<file path="src/rtl/burst_sequencer.sv">
// Sequences BURSTS pulse trains through the downstream pulse generator,
// spacing them by GAP idle cycles and watching each train for a done-timeout.
module burst_sequencer #(
  parameter int BURSTS  = 8,
  parameter int GAP     = 16,
  parameter int RUN_LEN = 2,
  parameter int TIMEOUT = 1024
) (
  input  logic       clk,
  input  logic       reset,
  input  logic       start,
  input  logic       abort,
  input  logic       pg_done,
  output logic       pg_run,
  output logic       pg_reset,
  output logic       busy,
  output logic [7:0] burst_idx,
  output logic       finished,
  output logic       error
);

  typedef enum logic [2:0] {
    S_IDLE, S_INIT, S_ARM, S_WAIT_DONE, S_GAP, S_FIN, S_ABORT
  } state_t;

  typedef struct packed {
    logic pg_run;
    logic pg_reset;
    logic busy;
    logic finished;
  } outs_t;

  localparam logic [15:0] RUN_LAST = 16'(RUN_LEN - 1);
  localparam logic [15:0] GAP_LAST = 16'(GAP - 1);
  localparam logic [15:0] TO_LAST  = 16'(TIMEOUT - 1);
  localparam logic [7:0]  BURSTS_N = 8'(BURSTS);

  // Outputs are decoded from the state being entered, so they stay registered
  // and line up with the state cycle by cycle.
  function automatic outs_t decode(input state_t s);
    outs_t o;
    o.pg_run   = (s == S_ARM);
    o.pg_reset = (s == S_INIT) || (s == S_ABORT);
    o.busy     = (s != S_IDLE);
    o.finished = (s == S_FIN);
    return o;
  endfunction

  state_t      state;
  outs_t       outs;
  logic [15:0] cnt;

  // NOTE: all state here is sequential, so every assignment is non-blocking;
  // the reset is synchronous and only appears under the clock edge.
  always_ff @(posedge clk) begin
    if (reset) begin
      state     <= S_IDLE;
      outs      <= '0;
      cnt       <= '0;
      burst_idx <= '0;
      error     <= 1'b0;
    end else if (abort && state != S_IDLE && state != S_ABORT) begin
      // Abort outranks done and timeout: no index bump, no error.
      state <= S_ABORT;
      outs  <= decode(S_ABORT);
      cnt   <= '0;
    end else begin
      unique case (state)
        S_IDLE: if (start) begin
          state     <= S_INIT;
          outs      <= decode(S_INIT);
          burst_idx <= '0;
          error     <= 1'b0;
        end
        S_INIT: begin
          state <= S_ARM;
          outs  <= decode(S_ARM);
          cnt   <= '0;
        end
        S_ARM: if (cnt == RUN_LAST) begin
          state <= S_WAIT_DONE;
          outs  <= decode(S_WAIT_DONE);
          cnt   <= '0;
        end else begin
          cnt <= cnt + 16'd1;
        end
        S_WAIT_DONE: if (pg_done) begin
          burst_idx <= burst_idx + 8'd1;
          cnt       <= '0;
          if (burst_idx + 8'd1 == BURSTS_N) begin
            state <= S_FIN;
            outs  <= decode(S_FIN);
          end else begin
            state <= S_GAP;
            outs  <= decode(S_GAP);
          end
        end else if (cnt == TO_LAST) begin
          error <= 1'b1;
          state <= S_ABORT;
          outs  <= decode(S_ABORT);
          cnt   <= '0;
        end else begin
          cnt <= cnt + 16'd1;
        end
        S_GAP: if (cnt == GAP_LAST) begin
          state <= S_ARM;
          outs  <= decode(S_ARM);
          cnt   <= '0;
        end else begin
          cnt <= cnt + 16'd1;
        end
        S_FIN, S_ABORT: begin
          state <= S_IDLE;
          outs  <= decode(S_IDLE);
        end
        default: begin
          state <= S_IDLE;
          outs  <= decode(S_IDLE);
        end
      endcase
    end
  end

  assign pg_run   = outs.pg_run;
  assign pg_reset = outs.pg_reset;
  assign busy     = outs.busy;
  assign finished = outs.finished;

endmodule

</file>
<file path="config.mk">
export PLATFORM = sky130hd
export DESIGN_NAME = burst_sequencer
export DESIGN_NICKNAME = d
export VERILOG_FILES = /design/src/rtl/burst_sequencer.sv
export SDC_FILE = /design/constraint.sdc
export NUM_CORES = 1
export LEC_CHECK = 0
export ABC_AREA = 0
export CAP_MARGIN = 10
export CORE_MARGIN = 5
export CORE_UTILIZATION = 33
export CTS_CLUSTER_DIAMETER = 40
export DETAILED_ROUTE_END_ITERATION = 7
export PLACE_DENSITY = 0.53
export SLEW_MARGIN = 5
export SYNTH_ARGS = -nofsm -noshare
export SYNTH_HDL_FRONTEND = slang
export SYNTH_SLANG_ARGS = --single-unit
</file>
<file path="constraint.sdc">
create_clock -name clk -period 4.21 [get_ports clk]
set_input_delay 0.6315 -clock clk [delete_from_list [all_inputs] [get_ports clk]]
set_output_delay 0.6315 -clock clk [all_outputs]
set_load 0.05 [all_outputs]
</file>
==> flow_summary.toml, run 1 <==
[outcome]
status = "completed"

[synth]
synth_edf_count = 0
ys_seq_area_frac = 0.366
synth.distinct_cells = 43
yosysMostFrequentCell = "dfxtp_1"
synth_area_leaders = "dfxtp_1 (37%), nor2_1 (6.6%), xnor2_1 (5.5%)"
synth_top_flop_cell = "dfxtp_1"
synth_area_mm2 = 0.00175
synth_top_area_cell = "dfxtp_1"
synth_nets = 215
netlist.area_leader.share = 0.366
yosys-top-cells-count = "dfxtp_1 (32), nor2_1 (31), a21oi_1 (14), nand2_1 (12), xnor2_1 (11)"
synth_seq_cells = 32
ys_warn_count = 0
synth.avg_cell_area_um2 = 8.50
synthCells = 206
ys_async_sr_fraction = 0

[routing]
drc = 0
wl_um = 3770
drtIter0Drc = 53
post_drt_via_cell_ratio = 5.08
ant_nets = 0
first_pass_iters = 4
via_count = 1489
wl_per_cell_um = 12.9

[placed_design]
hpwl_um = 2570
place.gp.congestion = 0.777
placed_area_mm2 = 0.00197
io_buffers = 17

[sta]
fin_setup_tns_ns = 0
clock_skew_ns = 0.00456
final-setup-viol-count = 0
min_period_over_period = 0.546
tightest_slew_ns = 0.586
hold_violations = 0
slew_headroom = 0.608
fmax_mhz = 435
grt_setup_unrepaired = "no"
maxSlewViolCount = 0
min_period_ns = 2.30

[power_and_ir_drop]
p_seq_frac = 0.384
ir_drop_v = 0.000218
p_switching_uw = 403
comb_power_share = 0.373
sw_frac_of_total = 0.399
power_density_mw_per_mm2 = 491
totalPowerFinal_mw = 1.01
clkPwrFrac = 0.243
p_int_uw = 607
leakagePower_nw = 0.703

[critical_path]
start_kind = "input port"
slowest_stage = "clkdlybuf4s50_1"
crit_fanout = 16
cp.required_ns = 4.40
rrSetupSlack_ns = 2.14
slowest_delay_ns = 0.55
worstPathArrival_ns = 2.49
setup.worst_path.class = "input port to flip-flop"
crit_chain = "clkdlybuf4s50_1 > nor3_1 > nand2_1 > and2_1 > a31o_2 > a211oi_1"
endpoint_kind = "flip-flop"

[clock_network]
cts_sinks = 32
htree_levels = 2
cts_buffer_depth = 2
cts-buffers-inserted = 5
cts_hold_buf = 0
cts_setup_buffers = 0
root_buffer = "clkbuf_8"
cts_resized = 0
clock_latency_ns = 0.28
cts_tree = "yes"
cts.reportedPaths.clkPinSlew_ns = 0.07

[global_routing]
grt_max_degree = 17
grt_pass1_wl_um = 6730
antenna_found_initial = 0
grtUsageTotal = 0.117
grt_overflow = 0
grt_pass1_vias = 1440

[die]
die_x_um = 82.8
start_util = 0.341
coreArea_mm2 = 0.00514
io_pins = 18
die_h_um = 82.8
rows = 26
die-area_mm2 = 0.00686

[cells_and_area]
diodes = 0
final_area_mm2 = 0.00206
nNetsFinal = 231
drive_gt1_frac = 0.0717
fillCellCount = 560
area_delta_synth_final_pct = 17.5

[min_path]
hold_path.class = "flip-flop to flip-flop"

[run]
cap_violations = 0
kinds of logic after synthesis:
family,count (synthesis),synth area share
AND/OR/NAND/NOR,100,0.330
AO/OA/AOI/OAI,39,0.141
flip-flops,32,0.366
XOR/XNOR,20,0.104
buffers and inverters,11,0.0300
adder cells (fa/ha/maj),4,0.0286
layout by cell type (no fill, tap or decap), drive strengths merged:
cell type and n:
a41o 1, inv 3, nand3b 5, nand3 10, clkdlybuf4s50 17, a211oi 2
a21o 2, and2 2, nand2 12, nor2b 3, o2bb2ai 1, nor2 31
a221oi 2, a22oi 1, xor2 8, nor4bb 1, or3b 1, o21ai 6
nor3 4, xnor2 12, clkbuf 8, a21oi 16, a211o 1, a31oi 6
nor4b 1, a31o 1, nor4 5, ha 4, nand4 7, or3 4
and3 6, dfxtp 32, nand2b 3, and4 3, nor3b 2
critical path, delay by kind of cell:
kind | cells | cell delay [ns]
buffers and inverters | 1 | 0.55
AOI/OAI and AO/OA | 2 | 0.61
and+or+nand+nor | 3 | 0.70
final cells by class:
| class | instances | area, µm² | share of cell area |
|---|---|---|---|
| Multi-Input combinational cell | 163 | 1060 | 0.514 |
| Tap cell | 70 | 87.6 | 0.0426 |
| Timing Repair Buffer | 17 | 170 | 0.0827 |
| Clock buffer | 8 | 90.1 | 0.0438 |
| Sequential cell | 32 | 641 | 0.311 |
| Inverter | 3 | 11.3 | 0.00547 |
metal layers:
metal	track usage	wire, µm	vias up	part of all wire
met3	0.0317	143	4	0.038
met4	0.0357	36	0	0.0096
li1	-	-	771	-
met2	0.173	1660	26	0.44
met1	0.165	1930	688	0.51
met5	0	0	-	0
state kept, by name, summed over array words and instances, names as in the netlist:
register and flops:
busy 1, burst_idx 8, pg_reset 1, finished 1
pg_run 1, cnt 16, state 3, error 1
power by group through the flow:
stage,Clock [mW],Combinational (mW),Sequential (mW)
after floorplan,0,0.294,0.404
after global placement,0,0.385,0.393
after detailed placement,0,0.380,0.393
after CTS,0.257,0.381,0.386
after global routing,0.268,0.423,0.395
final,0.245,0.377,0.387
stage by stage:
step	setup WS, ns	cells	utilization	hold slack (ns)
finish	1.91	293	0.400	0.458
global placement	1.63	285	0.383	0.449
detailed placement	1.66	285	0.383	0.450
floorplan	2.21	206	-	0.496
global route	1.75	293	0.400	0.487
CTS	1.94	293	0.400	0.461
worst paths after layout:
kind,endpoint,depth (start not counted),startpoint
worst max-delay path,cnt[1],6,pg_done
worst min-delay path,finished,2,finished
worst max register to register,cnt[8],6,state[1]
worst min register to register,finished,2,finished
(Power assumes the default switching activity.)
==> run 2: changes to the inputs <==
- PLACE_DENSITY: 0.53 -> 0.55
- clock period: 4.21 -> 2.05 ns (I/O delays scaled with it)
==> flow_summary.toml, run 2 (synthesis results as in run 1) <==
[outcome]
status = "completed"

[clock_network]
cts_hold_buf = 0
clock_latency_ns = 0.28
cts-buffers-inserted = 5
cts_sinks = 32
htree_levels = 2
cts_buffer_depth = 2
root_buffer = "clkbuf_8"
cts.reportedPaths.clkPinSlew_ns = 0.07
cts_tree = "yes"

[power_and_ir_drop]
p_switching_uw = 862
p_int_mw = 1.44
power_density_mw_per_mm2 = 1030
sw_frac_of_total = 0.374
comb_power_share = 0.400
ir_drop_v = 0.000354
p_seq_frac = 0.344
leakagePower_nw = 0.813
clkPwrFrac = 0.256

[routing]
wl_um = 3910
first_pass_iters = 4
drtIter0Drc = 124
via_count = 1579
drc = 0
wl_per_cell_um = 12.5
ant_nets = 0
post_drt_via_cell_ratio = 5.04

[cells_and_area]
fillCellCount = 542
diodes = 0
mostFrequentLayoutCells = "nor2_1 (31), dfxtp_1 (31), buf_4 (20)"
reg_top3 = "cnt x16, burst_idx x8, state x3"
area_delta_synth_final_pct = 27.5
drive_gt1_frac = 0.160
largest_register_ffs = 16
top_register = "cnt"
seq_area_um2 = 642
multi_input_area_mm2 = 0.00106
nNetsFinal = 251

[sta]
whs_ns = 0.456
tightest_slew_ns = 0.576
final-setup-viol-count = 0
hold_violations = 0
fin_setup_tns_ns = 0
min_period_over_period = 0.954
fmax_mhz = 511
maxSlewViolCount = 0
slew_headroom = 0.616
clock_skew_ns = 0.00755
min_period_ns = 1.96

[die]
die-area_mm2 = 0.00686
io_pins = 18
start_util = 0.341
die_h_um = 82.8
die_x_um = 82.8
coreArea_mm2 = 0.00514
rows = 26

[critical_path]
worstPathArrival_ns = 1.65
setup.worst_path.class = "flip-flop to output port"
start_kind = "flip-flop"
slowest_stage = "clkdlybuf4s50_1"
endpoint_kind = "output port"
cp.required_ns = 1.74
path_buf_inv = 1
critPathTopFamily = "buffers and inverters"
slowest_delay_ns = 0.87
crit_chain = "clkdlybuf4s50_1"
crit_fanout = 8

[global_routing]
grt_max_degree = 17
grtUsageTotal = 0.119
grt_pass1_vias = 1459
antenna_found_initial = 0
grt_pass1_wl_um = 6790
grt_overflow = 0

[min_path]
hold_path.class = "flip-flop to flip-flop"

[placed_design]
io_buffers = 17
place.gp.congestion = 0.795
hpwl_um = 2780

[run]
cap_violations = 0
## run 2: worst paths after layout
path,start,to,slack [ns],depth (start not counted)
setup / recovery,burst_idx[6],burst_idx[6],0.09,1
hold / removal,pg_run,pg_run,0.46,2
setup reg to reg,cnt[0],cnt[1],0.17,8
hold reg to reg,pg_run,pg_run,0.46,2
## run 2: layout make-up
| type | count | area share |
|---|---|---|
| inverter | 3 | 0.00504 |
| sequential | 32 | 0.288 |
| clock buffer | 6 | 0.0325 |
| clock inverter | 2 | 0.0157 |
| timing repair buffer | 37 | 0.143 |
| tap | 70 | 0.0392 |
| multi-input combinational | 163 | 0.476 |
## run 2: power groups by stage
stage	clock, mW	combinational [mW]	sequential, mW
5_1_grt	0.638	1.04	0.809
3_3_place_gp	0	0.901	0.807
3_5_place_dp	0	0.906	0.804
6_report	0.589	0.922	0.794
2_1_floorplan	0	0.603	0.829
4_1_cts	0.611	0.911	0.789
## run 2: worst register-to-register path: cells and delay by family (launching register included)
kind                     cells  cell delay (ns)
AO/OA/AOI/OAI                2             0.61
AND/OR/NAND/NOR              4             0.57
flip-flops                   1             0.31
adder cells (fa/ha/maj)      1             0.18
buffers and inverters        1             0.14
## run 2: layer usage
layer | vias to the layer above | GRT usage | share of wire
met5 | - | 0 | 0
met4 | 0 | 0.0446 | 0.016
met3 | 5 | 0.0376 | 0.047
met2 | 28 | 0.172 | 0.42
met1 | 732 | 0.165 | 0.51
li1 | 814 | - | -
## run 2: per-stage QoR
| stage | total power, mW | cell area, µm² | util | instances | setup slack, ns |
|---|---|---|---|---|---|
| after floorplan | 1.43 | 1750 | - | 206 | 0.0462 |
| after global placement | 1.71 | 2110 | 0.410 | 304 | -0.0862 |
| after detailed placement | 1.71 | 2110 | 0.410 | 304 | -0.109 |
| after CTS | 2.31 | 2220 | 0.431 | 312 | 0.0838 |
| after global routing | 2.49 | 2230 | 0.434 | 313 | -0.00133 |
| final | 2.31 | 2230 | 0.434 | 313 | 0.0935 |
## run 2: what timing repair did
item                                   in CTS  in global routing
setup endpoints to repair                   0                  2
gates resized for setup                     0                  2
endpoints found under the hold margin       0                  0
buffers inserted                            0                  1
==> run 3: changes to the inputs <==
- CORE_MARGIN: 5 -> 2
==> flow_summary.toml, run 3 (synthesis results as in run 1) <==
[power_and_ir_drop]
ir_drop_v = 0.000367
leakagePower_nw = 0.824
totalPowerFinal_mw = 2.37
power_density_mw_per_mm2 = 1060

[routing]
wl_um = 3980
drc = 0
wl_per_cell_um = 12.8
via_count = 1558
ant_nets = 0
drtIter0Drc = 93
post_drt_via_cell_ratio = 5.01
first_pass_iters = 4

[sta]
fin_setup_tns_ns = 0
min_period_over_period = 0.942
setup_ws_ns = 0.119
clock_skew_ns = 0.0109
final-setup-viol-count = 0
min_period_ns = 1.93
fmax_mhz = 518
slew_headroom = 0.617
tightest_slew_ns = 0.574
grt_setup_unrepaired = "yes"
hold_violations = 0
maxSlewViolCount = 0

[clock_network]
cts_resized = 0
cts_sinks = 32
clock_latency_ns = 0.28
cts_setup_buffers = 0
cts_buffer_depth = 2
htree_levels = 2
cts-buffers-inserted = 5
cts_tree = "yes"
cts.reportedPaths.clkPinSlew_ns = 0.08
root_buffer = "clkbuf_8"
cts_hold_buf = 0

[critical_path]
worstPathArrival_ns = 2.11
startpoint = "start"
cp.required_ns = 2.23
setup.worst_path.class = "input port to flip-flop"
reg2reg_from = "cnt[0]"
start_kind = "input port"
crit_fanout = 8
endpoint_kind = "flip-flop"

[cells_and_area]
mostFrequentLayoutCells = "nor2_1 (31), dfxtp_1 (29), buf_4 (18)"
drive_gt1_frac = 0.166
fillCellCount = 533
largest_register_ffs = 16
nNetsFinal = 249
diodes = 0
top_register = "cnt"
multi_input_area_mm2 = 0.00107
final_common_cell = "nor2_1"
seq_area_um2 = 644
reg_top3 = "cnt x16, burst_idx x8, state x3"
area_delta_synth_final_pct = 27.5
final_core_util = 0.437

[placed_design]
pre_cts_ws_ns = -0.164
hpwl_um = 2800
place.gp.congestion = 0.788
io_buffers = 17

[die]
die_x_um = 76.8
die_h_um = 76.8
start_util = 0.343
io_pins = 18
rows = 26
die-area_mm2 = 0.00590
coreArea_mm2 = 0.00511

[global_routing]
grt_overflow = 0
grt_pass1_wl_um = 6980
grt_max_degree = 15
grt_pass1_vias = 1481
antenna_found_initial = 0
grtUsageTotal = 0.144

[run]
cap_violations = 0

[min_path]
min-delay-start = "finished"
hold_path.class = "flip-flop to flip-flop"

[outcome]
status = "completed"
-- run 3: critical path, stage by stage --
cell,delay [ns]
clkdlybuf4s50_1,0.49
or3b_1,0.39
a21oi_2,0.27
nand2b_1,0.25
a21o_1,0.22
a21oi_1,0.13
nor2_1,0.05
-- run 3: final timing paths --
kind	endpoint	slack (ns)	depth (start not counted)
worst max-delay path	burst_idx[6]	0.12	7
worst min-delay path	finished	0.46	2
worst max register to register	pg_run	0.16	7
worst min register to register	finished	0.46	2
-- run 3: power breakdown --
group          internal [mW]  switching, mW
combinational          0.419          0.547
clock                  0.361          0.243
sequential             0.695          0.107
-- run 3: through the flow --
step | hold slack, ns | cells | instance area (µm²)
final | 0.457 | 311 | 2230
after global routing | 0.498 | 311 | 2230
after CTS | 0.461 | 311 | 2210
after detailed placement | 0.447 | 303 | 2100
after global placement | 0.444 | 303 | 2100
after floorplan | 0.377 | 206 | 1750
-- run 3: metal layers --
metal | vias to the layer above | part of all wire | GRT usage
li1 | 809 | - | -
met1 | 713 | 0.50 | 0.190
met2 | 28 | 0.44 | 0.229
met3 | 8 | 0.040 | 0.0341
met4 | 0 | 0.019 | 0.0545
met5 | - | 0 | 0
-- run 3: cell type report --
class                   instances  area share
multi-input cells             163       0.481
flip-flops and latches         32       0.289
repair buffers                 35       0.138
well taps                      70      0.0392
clock buffers                   6      0.0325
clock inverters                 2      0.0157
inverters                       3     0.00504
